**src/rtl/div_iter_param_if.sv**
```systemverilog
// Handshake and operand bundle between the EX stage and the iterative divider.
interface div_iter_param_if #(
  parameter int WIDTH = 32
);
  logic               signed_div_i;
  logic [WIDTH-1:0]   opdata1_i;
  logic [WIDTH-1:0]   opdata2_i;
  logic               start_i;
  logic               annul_i;
  logic [2*WIDTH-1:0] result_o;
  logic               ready_o;
  logic               div_zero_o;
  logic               busy_o;

  modport master (
    output signed_div_i, opdata1_i, opdata2_i, start_i, annul_i,
    input  result_o, ready_o, div_zero_o, busy_o
  );

  modport slave (
    input  signed_div_i, opdata1_i, opdata2_i, start_i, annul_i,
    output result_o, ready_o, div_zero_o, busy_o
  );
endinterface

```
**src/rtl/div_iter_param.sv**
```systemverilog
// Iterative radix-2 restoring divider for DIV/DIVU with optional leading-zero early-out.
// Result is {remainder, quotient} for the HI/LO write path.
module div_iter_param #(
  parameter int WIDTH     = 32,
  parameter bit EARLY_OUT = 1'b1
) (
  input  logic             clk,
  input  logic             rst,
  div_iter_param_if.slave  bus
);
  localparam int CW = $clog2(WIDTH) + 1;
  localparam int SW = 2 * WIDTH + 1;
  localparam logic [CW-1:0] CNT_MAX = CW'(WIDTH);

  typedef enum logic [1:0] {IDLE, DIVZERO, ON, END} state_t;

  state_t             state_reg, state_next;
  logic [SW-1:0]      sr_reg, sr_next;
  logic [WIDTH-1:0]   divisor_reg, divisor_next;
  logic [CW-1:0]      cnt_reg, cnt_next;
  logic               sign1_reg, sign1_next;
  logic               sign2_reg, sign2_next;
  logic               dz_reg, dz_next;
  logic [2*WIDTH-1:0] result_reg, result_next;
  logic               ready_reg, ready_next;
  logic               div_zero_reg, div_zero_next;

  logic               in_sign1, in_sign2;
  logic [WIDTH-1:0]   abs1, abs2, abs1_shl;
  logic [CW-1:0]      lz;
  logic [WIDTH:0]     diff;
  logic [WIDTH-1:0]   quo, rem, quo_fix, rem_fix;

  assign in_sign1 = bus.signed_div_i & bus.opdata1_i[WIDTH-1];
  assign in_sign2 = bus.signed_div_i & bus.opdata2_i[WIDTH-1];
  assign abs1     = in_sign1 ? -bus.opdata1_i : bus.opdata1_i;
  assign abs2     = in_sign2 ? -bus.opdata2_i : bus.opdata2_i;

  // Highest set bit wins; an all-zero magnitude yields WIDTH so ON goes straight to fixup.
  always_comb begin
    lz = CNT_MAX;
    for (int i = 0; i < WIDTH; i++) begin
      if (abs1[i]) lz = CW'(WIDTH - 1 - i);
    end
    if (!EARLY_OUT) lz = '0;
  end

  assign abs1_shl = abs1 << lz;
  assign diff     = {1'b0, sr_reg[2*WIDTH-1:WIDTH]} - {1'b0, divisor_reg};
  assign quo      = sr_reg[WIDTH-1:0];
  assign rem      = sr_reg[2*WIDTH:WIDTH+1];
  assign quo_fix  = (sign1_reg ^ sign2_reg) ? -quo : quo;
  assign rem_fix  = sign1_reg ? -rem : rem;

  always_comb begin
    state_next    = state_reg;
    sr_next       = sr_reg;
    divisor_next  = divisor_reg;
    cnt_next      = cnt_reg;
    sign1_next    = sign1_reg;
    sign2_next    = sign2_reg;
    dz_next       = dz_reg;
    result_next   = result_reg;
    ready_next    = ready_reg;
    div_zero_next = div_zero_reg;

    unique case (state_reg)
      IDLE: begin
        result_next   = '0;
        ready_next    = 1'b0;
        div_zero_next = 1'b0;
        if (bus.start_i && !bus.annul_i) begin
          sign1_next   = in_sign1;
          sign2_next   = in_sign2;
          divisor_next = abs2;
          dz_next      = 1'b0;
          if (abs2 == '0) begin
            state_next = DIVZERO;
          end else begin
            sr_next    = {{WIDTH{1'b0}}, abs1_shl, 1'b0};
            cnt_next   = lz;
            state_next = ON;
          end
        end
      end
      ON: begin
        if (bus.annul_i) begin
          state_next = IDLE;
        end else if (cnt_reg != CNT_MAX) begin
          sr_next  = diff[WIDTH] ? {sr_reg[SW-2:0], 1'b0}
                                 : {diff[WIDTH-1:0], sr_reg[WIDTH-1:0], 1'b1};
          cnt_next = cnt_reg + 1'b1;
        end else begin
          // Repack signed results into the same slots END reads from.
          sr_next    = {rem_fix, 1'b0, quo_fix};
          state_next = END;
        end
      end
      DIVZERO: begin
        if (bus.annul_i) begin
          state_next = IDLE;
        end else begin
          sr_next    = '0;
          dz_next    = 1'b1;
          state_next = END;
        end
      end
      END: begin
        if (bus.start_i) begin
          result_next   = {sr_reg[2*WIDTH:WIDTH+1], sr_reg[WIDTH-1:0]};
          ready_next    = 1'b1;
          div_zero_next = dz_reg;
        end else begin
          result_next   = '0;
          ready_next    = 1'b0;
          div_zero_next = 1'b0;
          state_next    = IDLE;
        end
      end
      default: state_next = IDLE;
    endcase
  end

  always_ff @(posedge clk) begin
    if (!rst) begin
      state_reg    <= IDLE;
      sr_reg       <= '0;
      divisor_reg  <= '0;
      cnt_reg      <= '0;
      sign1_reg    <= 1'b0;
      sign2_reg    <= 1'b0;
      dz_reg       <= 1'b0;
      result_reg   <= '0;
      ready_reg    <= 1'b0;
      div_zero_reg <= 1'b0;
    end else begin
      state_reg    <= state_next;
      sr_reg       <= sr_next;
      divisor_reg  <= divisor_next;
      cnt_reg      <= cnt_next;
      sign1_reg    <= sign1_next;
      sign2_reg    <= sign2_next;
      dz_reg       <= dz_next;
      result_reg   <= result_next;
      ready_reg    <= ready_next;
      div_zero_reg <= div_zero_next;
    end
  end

  assign bus.result_o   = result_reg;
  assign bus.ready_o    = ready_reg;
  assign bus.div_zero_o = div_zero_reg;
  assign bus.busy_o     = (state_reg != IDLE);
endmodule
```
**src/flat_wrapper.sv**
```systemverilog
// flat-port wrapper written by rule: the top's interface ports become plain ports
module div_iter_param_flat 
#(
  parameter int WIDTH     = 32,
  parameter bit EARLY_OUT = 1'b1
)
  (clk, rst, bus_signed_div_i, bus_opdata1_i, bus_opdata2_i, bus_start_i, bus_annul_i, bus_result_o, bus_ready_o, bus_div_zero_o, bus_busy_o);
  div_iter_param_if #(.WIDTH(WIDTH)) bus_i ();
  input  logic clk;
  input  logic rst;
  input wire logic [$bits(bus_i.signed_div_i)-1:0] bus_signed_div_i;
  input wire logic [$bits(bus_i.opdata1_i)-1:0] bus_opdata1_i;
  input wire logic [$bits(bus_i.opdata2_i)-1:0] bus_opdata2_i;
  input wire logic [$bits(bus_i.start_i)-1:0] bus_start_i;
  input wire logic [$bits(bus_i.annul_i)-1:0] bus_annul_i;
  output wire logic [$bits(bus_i.result_o)-1:0] bus_result_o;
  output wire logic [$bits(bus_i.ready_o)-1:0] bus_ready_o;
  output wire logic [$bits(bus_i.div_zero_o)-1:0] bus_div_zero_o;
  output wire logic [$bits(bus_i.busy_o)-1:0] bus_busy_o;
  assign bus_i.signed_div_i = bus_signed_div_i;
  assign bus_i.opdata1_i = bus_opdata1_i;
  assign bus_i.opdata2_i = bus_opdata2_i;
  assign bus_i.start_i = bus_start_i;
  assign bus_i.annul_i = bus_annul_i;
  assign bus_result_o = bus_i.result_o;
  assign bus_ready_o = bus_i.ready_o;
  assign bus_div_zero_o = bus_i.div_zero_o;
  assign bus_busy_o = bus_i.busy_o;
  div_iter_param #(.WIDTH(WIDTH), .EARLY_OUT(EARLY_OUT)) u_core (.clk(clk), .rst(rst), .bus(bus_i));
endmodule
```
**config.mk**
```make
export PLATFORM = sky130hd
export DESIGN_NAME = div_iter_param_flat
export DESIGN_NICKNAME = d
export VERILOG_FILES = /design/src/rtl/div_iter_param_if.sv /design/src/rtl/div_iter_param.sv /design/src/flat_wrapper.sv
export SDC_FILE = /design/constraint.sdc
export NUM_CORES = 1
export LEC_CHECK = 0
export ABC_AREA = 1
export BUFFER_PORTS_ARGS = -buffer_cell sky130_fd_sc_hd__clkbuf_2
export CORE_MARGIN = 3
export CORE_UTILIZATION = 40
export CTS_CLUSTER_DIAMETER = 200
export DETAILED_ROUTE_END_ITERATION = 8
export GPL_TIMING_DRIVEN = 0
export PLACE_DENSITY = 0.65
export SKIP_CTS_REPAIR_TIMING = 1
export SLEW_MARGIN = 10
export SYNTH_ARGS = -nofsm -noshare
export SYNTH_HDL_FRONTEND = slang
export SYNTH_SLANG_ARGS = --single-unit
```
**constraint.sdc**
```tcl
create_clock -name clk -period 3.7 [get_ports clk]
set_clock_uncertainty 0.15 [all_clocks]
set_input_delay 0.74 -clock clk [delete_from_list [all_inputs] [get_ports clk]]
set_output_delay 0.74 -clock clk [all_outputs]
set_load 0.01 [all_outputs]
```
# Yosys cells after proc, flatten, opt, wreduce, memory -nomap -nowiden
# Index checks and enable logic that the tools add are counted.
[word_totals] output_inout_bits=67 mem_bits_ro=0 latchBits=0 reg_bits=174 word_cells=115 memories=0 input_bits=69 mem_bits_rw=0
[classes] n_eq_ne=13 bitwise=3 mul=0 n_lt_le_gt_ge=0 div=0 muxes=64 n_shift=1 n_reduce_logical=16 n_addsub=6
[ops] op="two-way mux 65 bit" n=6
[ops] op="two-way mux 6 bit" n=36
[ops] op="one-hot mux 65 bit (3 select lines)" n=1
[ops] op="two-way mux 32 bit" n=4
[ops] op="negation 32 bit" n=4
[ops] op="one-hot mux 64 bit (2 select lines)" n=1
[ops] op="two-way mux 64 bit" n=1
[ops] op="subtractor 32 x 32 -> 33 bit" n=1
[ops] op="logical NOT 32 bit" n=1
[ops] op="left shift 32 x 6 -> 32 bit" n=1
[ops] op="two-way mux 2 bit" n=6
[ops] op="one-hot mux 6 bit (2 select lines)" n=1
[ops] op="AND reduction 6 bit" n=2
[ops] op="AND reduction 5 bit" n=2
[ops] op="!= test 2 bit, second input constant" n=4
[ops] op="one-hot mux 2 bit (4 select lines)" n=1
[ops] op="nonzero test 2 bit" n=4
[ops] op="adder 6 x 1 -> 6 bit, second input constant" n=1
[ops] op="!= test 3 x 1 -> 1 bit, second input constant" n=2
[ops] op="!= test 6 bit, second input constant" n=1
[ops] op="one-hot mux 1 bit (2 select lines)" n=3
[ops] op="AND reduction 3 bit" n=2
[ops] op="== test 2 bit, second input constant" n=2
[ops] op="two-way mux 1 bit" n=4
[ops] op="10 further kinds" n=12

# Depth between registers and ports, before layout
# Gate-level depths: netlist (run 1).
[depth] word_depth=38 mapped_depth=39 ltp_nobuf=39

# Least setup slack after synthesis (run 1)
# No wires, ideal clock.
[synth_timing] kind="input port to flip-flop" start="in bus_opdata1_i[0]" end="reg u_core.sr_reg[1]" path_buffers=1 setup_ns=0.118 slack_ns=-0.016 path_stages=22 t_arrival_ns=3.448 path_cell_list="inv_1 ha_1 nand3_2 inv_1 nand3b_1 nor3_2 nand2_1 o21ai_2 o21ai_1 xnor2_2 inv_1 nor2_1 nand4_1 nor3b_2 nor2_1 inv_2 nor2_4 inv_2 buf_6 nor2_1 nor3_1 nor2_1"
[synth_via] elab_chain_len=38
[synth_rtl] item="start: declaration" line="flat_wrapper.sv:12" text="input wire logic [$bits(bus_i.opdata1_i)-1:0] bus_opdata1_i;"
[synth_rtl] item="negation 32 bit" line="div_iter_param.sv:36" text="assign abs1 = in_sign1 ? -bus.opdata1_i : bus.opdata1_i;"
[synth_rtl] item="two-way mux 32 bit (*)" line="div_iter_param.sv:36"
[synth_rtl] item="two-way mux 6 bit (32 in a row)" line="div_iter_param.sv:43" text="if (abs1[i]) lz = CW'(WIDTH - 1 - i);"
[synth_rtl] item="left shift 32 x 6 -> 32 bit (*)" line="div_iter_param.sv:48" text="assign abs1_shl = abs1 << lz;"
[synth_rtl] item="two-way mux 65 bit (*)" line="div_iter_param.sv:77" text="if (abs2 == '0) begin"
[synth_rtl] item="two-way mux 65 bit (*)" line="div_iter_param.sv:72" text="if (bus.start_i && !bus.annul_i) begin"
[synth_rtl] item="one-hot mux 65 bit (3 select lines) (*)" line="div_iter_param.sv:67" text="unique case (state_reg)"
[synth_rtl] item="end signal: assignment" line="div_iter_param.sv:138" text="sr_reg <= sr_next;"
[synth_rtl] item="end: declaration" line="div_iter_param.sv:18" text="logic [SW-1:0] sr_reg, sr_next;"
# Every way passes the cells marked *; elsewhere a longest branch is shown, timed or not. The select of a mux whose other input is x is not followed.
# A chain may end at the register's enable or synchronous reset.

# Worst setup path in the final report (run 1)
[layout_timing] start="in bus_opdata1_i[0]" end="reg u_core.sr_reg[23]"
# The elaborated chain is that of the path after synthesis.

==> impl_metrics.env, run 1 <==
export IMPL_post_place_cells=2940
export IMPL_ys_types=67
export IMPL_largest_reg_flops=65
export IMPL_final_cell_count_no_fill=3060
export IMPL_vdd_ir_drop_max_uv=272
export IMPL_slew_headroom=0.427
export IMPL_insertion_delay_ps=440
export IMPL_fin_area_mm2=0.0191
export IMPL_yosysWarnings=0
export IMPL_max_freq_mhz=256
export IMPL_ctsRootBufferMaster="clkbuf_16"
export IMPL_cp_startpoint="bus_opdata1_i[0]"
export IMPL_drv_slew=0
export IMPL_violations="setup timing"
export IMPL_max_cap_viol_count=0
export IMPL_min_period_ps=3910
export IMPL_finalWorstSetupSlack_ps=-206
export IMPL_start_util=0.409
export IMPL_drive_above_1_share=0.287
export IMPL_syn_instance_count=2344
export IMPL_postRouteAntennaNets=0
export IMPL_place_area_mm2=0.0159
export IMPL_hold_violations=0
export IMPL_via_per_inst=5.36
export IMPL_period_share=1.06
export IMPL_cp_arrival_ps=4090
export IMPL_end_kind="flop"
export IMPL_post_route_drc_count=0
export IMPL_yosys_register_bits=174
export IMPL_yosysTopAreaCellShare=0.239
export IMPL_tightest_slew_ps=859
export IMPL_cts_sinks=174
export IMPL_die_height_um=197
export IMPL_synth_avg_cell_area_um2=6.23
export IMPL_syn_nets=2457
export IMPL_rows=69
export IMPL_crit_fanout=10
export IMPL_fp_dieArea_mm2=0.0388
export IMPL_synthTopCellsByArea="dfxtp_1 24%, nand2_1 13%, nand3_1 8.0%"
export IMPL_routed_wl_um=51400
export IMPL_drt_iter0_drc=1242
export IMPL_synth_top_cell_by_area="dfxtp_1"
export IMPL_nNetsFinal=2699
export IMPL_tritoncts="yes"
export IMPL_synth_flop_cell="dfxtp_1"
export IMPL_criticalPathCategory="in2reg"
export IMPL_cts_buffers=17
export IMPL_clockBufferDepth=2
export IMPL_p_leak_nw=8.53
export IMPL_grt_pass1_vias=14530
export IMPL_hpwl_um=39800
export IMPL_seq_area_frac_synth=0.239
export IMPL_worstPathRequired_ps=3880
export IMPL_grt_ovfl_total=0
export IMPL_die_x_um=197
export IMPL_r2r_start="u_core.sr_reg[32]$_SDFFE_PN0P_"
export IMPL_htree_levels=4
export IMPL_via_count=16403
export IMPL_ioPinCount=136
export IMPL_rsz0062_at_grt="true"
export IMPL_worst_hold_slack_ps=314
export IMPL_gr_usage_all_layers=0.244
export IMPL_fin_util=0.535
export IMPL_core_region_area_mm2=0.0357
export IMPL_first_pass_iters=5
export IMPL_num_antenna_cells=0
export IMPL_gp_congestion=0.970
export IMPL_hold_path_class="reg2reg"
export IMPL_wl_per_cell_um=16.8
export IMPL_critPathLaunchType="input pin"
export IMPL_status="finished, violations left"
export IMPL_netlist_area_mm2=0.0146
export IMPL_clk_pin_slew_ps=70
export IMPL_synth_edf_count=0
export IMPL_grt_max_degree=18
export IMPL_area_growth_pct=31.0
export IMPL_grt_first_pass_wirelength_um=77100
export IMPL_async_reset_ff_frac=0
export IMPL_hp_start="u_core.bus.result_o[40]$_SDFFE_PN0P_"
export IMPL_place_ws_ps=-967
export IMPL_layout_common_cells="438 x nand2_1, 250 x inv_1, 213 x a21oi_1, 166 x dfxtp_1, 153 x nor2_1"
export IMPL_setup_viol=29
export IMPL_power_density_mw_per_mm2=386
export IMPL_io_buffers=135
export IMPL_antenna_found_initial=0
export IMPL_layout_commonest_cell="nand2_1"
-- report_power, final --
part / switching (mW) / internal [mW] / leakage (nW)
clock: 0.852 / 0.884 / 0.261
combinational: 2.25 / 1.23 / 6.85
sequential: 0.158 / 2.01 / 1.42
total: 3.26 / 4.12 / 8.53
-- metrics by stage --
step,TNS [ps],power (mW)
floorplan,0,4.09
global placement,-49010,4.82
detailed placement,-54150,4.86
global route,-14650,7.79
finish,-2520,7.38
CTS,-22710,6.58
-- path summary, 6_finish.rpt --
| path | slack [ps] | to | cells past startpoint |
|---|---|---|---|
| max | -210 | u_core.sr_reg[23]$_SDFFE_PN0P_ | 21 |
| min | 310 | u_core.bus.result_o[40]$_SDFFE_PN0P_ | 2 |
| min reg2reg | 310 | u_core.bus.result_o[40]$_SDFFE_PN0P_ | 2 |
| max reg2reg | 0 | u_core.sr_reg[57]$_SDFFE_PN0P_ | 30 |
-- Yosys cell counts (all sizes together), types with 17 or more instances --
cell,count
xor2,72
o21ai,182
nand4,19
nor2,186
nor3,62
buf,45
dfxtp,174
a21oi,262
nand3,241
inv,285
a2111oi,17
ha,43
xnor2,25
nand2,558
clkbuf,68
-- cells by family after synthesis --
family / Yosys count / synth area share
buffers and inverters: 403 / 0.114
and+or+nand+nor: 1110 / 0.350
xor gates and xnor gates: 97 / 0.0587
DFF: 174 / 0.239
AOI/OAI and AO/OA: 516 / 0.200
adders and majority gates: 44 / 0.0382
-- layer usage --
layer / vias up / part of all wire / GRT usage
met3: 63 / 0.070 / 0.0334
met4: 0 / 0.018 / 0.0554
li1: 8270 / - / -
met1: 7480 / 0.47 / 0.363
met5: - / 0 / 0
met2: 590 / 0.44 / 0.375
-- area by class of cell --
class                      count  area, um2
fill                        3531      16600
tap                          461        577
timing repair buffer         223       1540
buffer                       113        754
inverter                     290       1150
clock buffer                  18        429
clock inverter                14        126
sequential                   174       3500
multi-input combinational   1767      11100
-- critical path, stage by stage --
cell and delay, ps:
buf_6 90, clkinvlp_4 90, ha_4 180, nand3_4 100, inv_2 70, nand3b_1 110
nor3_2 220, nand2_2 110, o21ai_2 200, o21ai_2 90, xnor2_2 270, inv_2 130
o211ai_1 220, nand2_2 110, nor3_4 330, nand3_4 160, clkbuf_1 350, nand3_1 210
nand3_1 130, nand2_1 130, a21oi_2 50
Note: power is estimated with default switching activity, not from simulation.
==> inputs of run 2 (changes only) <==
--- a/config.mk
+++ b/config.mk
@@ -8,11 +8,11 @@
 export ABC_AREA = 1
 export BUFFER_PORTS_ARGS = -buffer_cell sky130_fd_sc_hd__clkbuf_2
 export CORE_MARGIN = 3
-export CORE_UTILIZATION = 40
+export CORE_UTILIZATION = 25
 export CTS_CLUSTER_DIAMETER = 200
 export DETAILED_ROUTE_END_ITERATION = 8
 export GPL_TIMING_DRIVEN = 0
-export PLACE_DENSITY = 0.65
+export PLACE_DENSITY = 0.47
 export SKIP_CTS_REPAIR_TIMING = 1
 export SLEW_MARGIN = 10
 export SYNTH_ARGS = -nofsm -noshare
==> impl_metrics.env, run 2 (synthesized netlist as in run 1, its figures left out) <==
export IMPL_ctsRootBufferMaster="clkbuf_16"
export IMPL_wl_per_cell_um=17.3
export IMPL_nNetsFinal=2727
export IMPL_routed_wl_um=58600
export IMPL_rows=87
export IMPL_area_growth_pct=42.7
export IMPL_fillers=6076
export IMPL_insertion_delay_ps=460
export IMPL_criticalPathCategory="in2reg"
export IMPL_grt_ovfl_total=0
export IMPL_end_kind="flop"
export IMPL_place_area_mm2=0.0163
export IMPL_via_count=16577
export IMPL_start_util=0.256
export IMPL_period_share=1.01
export IMPL_p_leak_nw=9.01
export IMPL_cts_sinks=174
export IMPL_min_period_ps=3740
export IMPL_io_buffers=135
export IMPL_grt_max_degree=17
export IMPL_seq_area_mm2=0.00351
export IMPL_fin_util=0.365
export IMPL_final_cell_count_no_fill=3385
export IMPL_die_x_um=248
export IMPL_grt_pass1_vias=14962
export IMPL_multi_input_area_mm2=0.0120
export IMPL_power_density_mw_per_mm2=383
export IMPL_worstPathRequired_ps=3940
export IMPL_vdd_ir_drop_max_uv=351
export IMPL_gr_usage_all_layers=0.176
export IMPL_cp_arrival_ps=3980
export IMPL_hold_path_class="reg2reg"
export IMPL_slew_headroom=0.357
export IMPL_die_height_um=248
export IMPL_largest_reg_flops=65
export IMPL_finalWorstSetupSlack_ps=-43.2
export IMPL_clk_pin_slew_ps=70
export IMPL_tightest_slew_ps=964
export IMPL_postRouteAntennaNets=0
export IMPL_hpwl_um=44900
export IMPL_drv_slew=0
export IMPL_drive_above_1_share=0.344
export IMPL_rsz0062_at_grt="true"
export IMPL_worst_hold_slack_ps=315
export IMPL_post_route_drc_count=0
export IMPL_violations="setup timing"
export IMPL_htree_levels=4
export IMPL_status="finished, violations left"
export IMPL_drt_iter0_drc=1079
export IMPL_tritoncts="yes"
export IMPL_layout_common_cells="403 x nand2_1, 240 x inv_1, 216 x a21oi_1, 164 x dfxtp_1, 138 x nor2_1"
export IMPL_via_per_inst=4.90
export IMPL_fp_dieArea_mm2=0.0613
export IMPL_grt_first_pass_wirelength_um=85000
export IMPL_post_place_cells=3235
export IMPL_layout_commonest_cell="nand2_1"
export IMPL_totalPowerFinal_mw=7.97
export IMPL_clockBufferDepth=2
export IMPL_core_region_area_mm2=0.0570
export IMPL_antenna_found_initial=6
export IMPL_fin_area_mm2=0.0208
export IMPL_cts_buffers=17
export IMPL_gp_congestion=0.907
export IMPL_hold_violations=0
export IMPL_setup_viol=21
export IMPL_critPathLaunchType="input pin"
export IMPL_ioPinCount=136
export IMPL_crit_fanout=8
export IMPL_max_freq_mhz=267
export IMPL_max_cap_viol_count=0
export IMPL_first_pass_iters=6
## run 2: critical path: stages
cell        delay [ps]
buf_6              100
inv_4               50
nand2_4             50
nor3_4             200
buf_4              140
nand3b_1           110
nor3_2             170
nand2_2            120
o21ai_4            190
o21ai_2             90
xnor2_2            200
inv_2              100
o211ai_1           220
nand2_2            110
nor3_4             320
nand3_4            160
clkinvlp_4         220
buf_12             140
buf_8              120
nand3_4             70
nand3_4             90
nand3_4            100
a21oi_2            170
## run 2: path summary, 6_finish.rpt
path / from / endpoint / cells past startpoint / slack (ps)
worst max-delay path: bus_opdata1_i[7] / u_core.sr_reg[30]$_SDFFE_PN0P_ / 23 / -40
worst min-delay path: u_core.bus.result_o[40]$_SDFFE_PN0P_ / u_core.bus.result_o[40]$_SDFFE_PN0P_ / 2 / 320
worst max register to register: u_core.divisor_reg[0]$_SDFFE_PN0P_ / u_core.sr_reg[61]$_SDFFE_PN0P_ / 27 / -20
worst min register to register: u_core.bus.result_o[40]$_SDFFE_PN0P_ / u_core.bus.result_o[40]$_SDFFE_PN0P_ / 2 / 320
## run 2: per-stage QoR
stage	setup TNS (ps)	setup slack [ps]
finish	-307	-43.2
global placement	-53060	-1070
floorplan	0	5.46
CTS	-26570	-652
detailed placement	-55370	-1120
global route	-10970	-287
## run 2: routing by layer
layer	vias up	global-route usage	part of all wire	wire length, um
li1	8302	-	-	-
met3	67	0.0333	0.054	3190
met4	8	0.0429	0.017	1020
met2	396	0.270	0.45	26500
met1	7804	0.251	0.48	27900
met5	-	0	0.00082	48
## run 2: cell type report
cell class / instances / share of cell area
Tap cell: 756 / 0.0454
Multi-Input combinational cell: 1768 / 0.575
Clock inverter: 13 / 0.00733
Inverter: 290 / 0.0558
Sequential cell: 174 / 0.168
Timing Repair inverter: 1 / 0.000300
Antenna cell: 2 / 0.000240
Buffer: 112 / 0.0366
Clock buffer: 19 / 0.0213
Timing Repair Buffer: 250 / 0.0892
## run 2: power by group
| part | switching [mW] | internal (mW) |
|---|---|---|
| Combinational | 2.47 | 1.44 |
| Clock | 0.859 | 1.03 |
| Sequential | 0.166 | 2.01 |
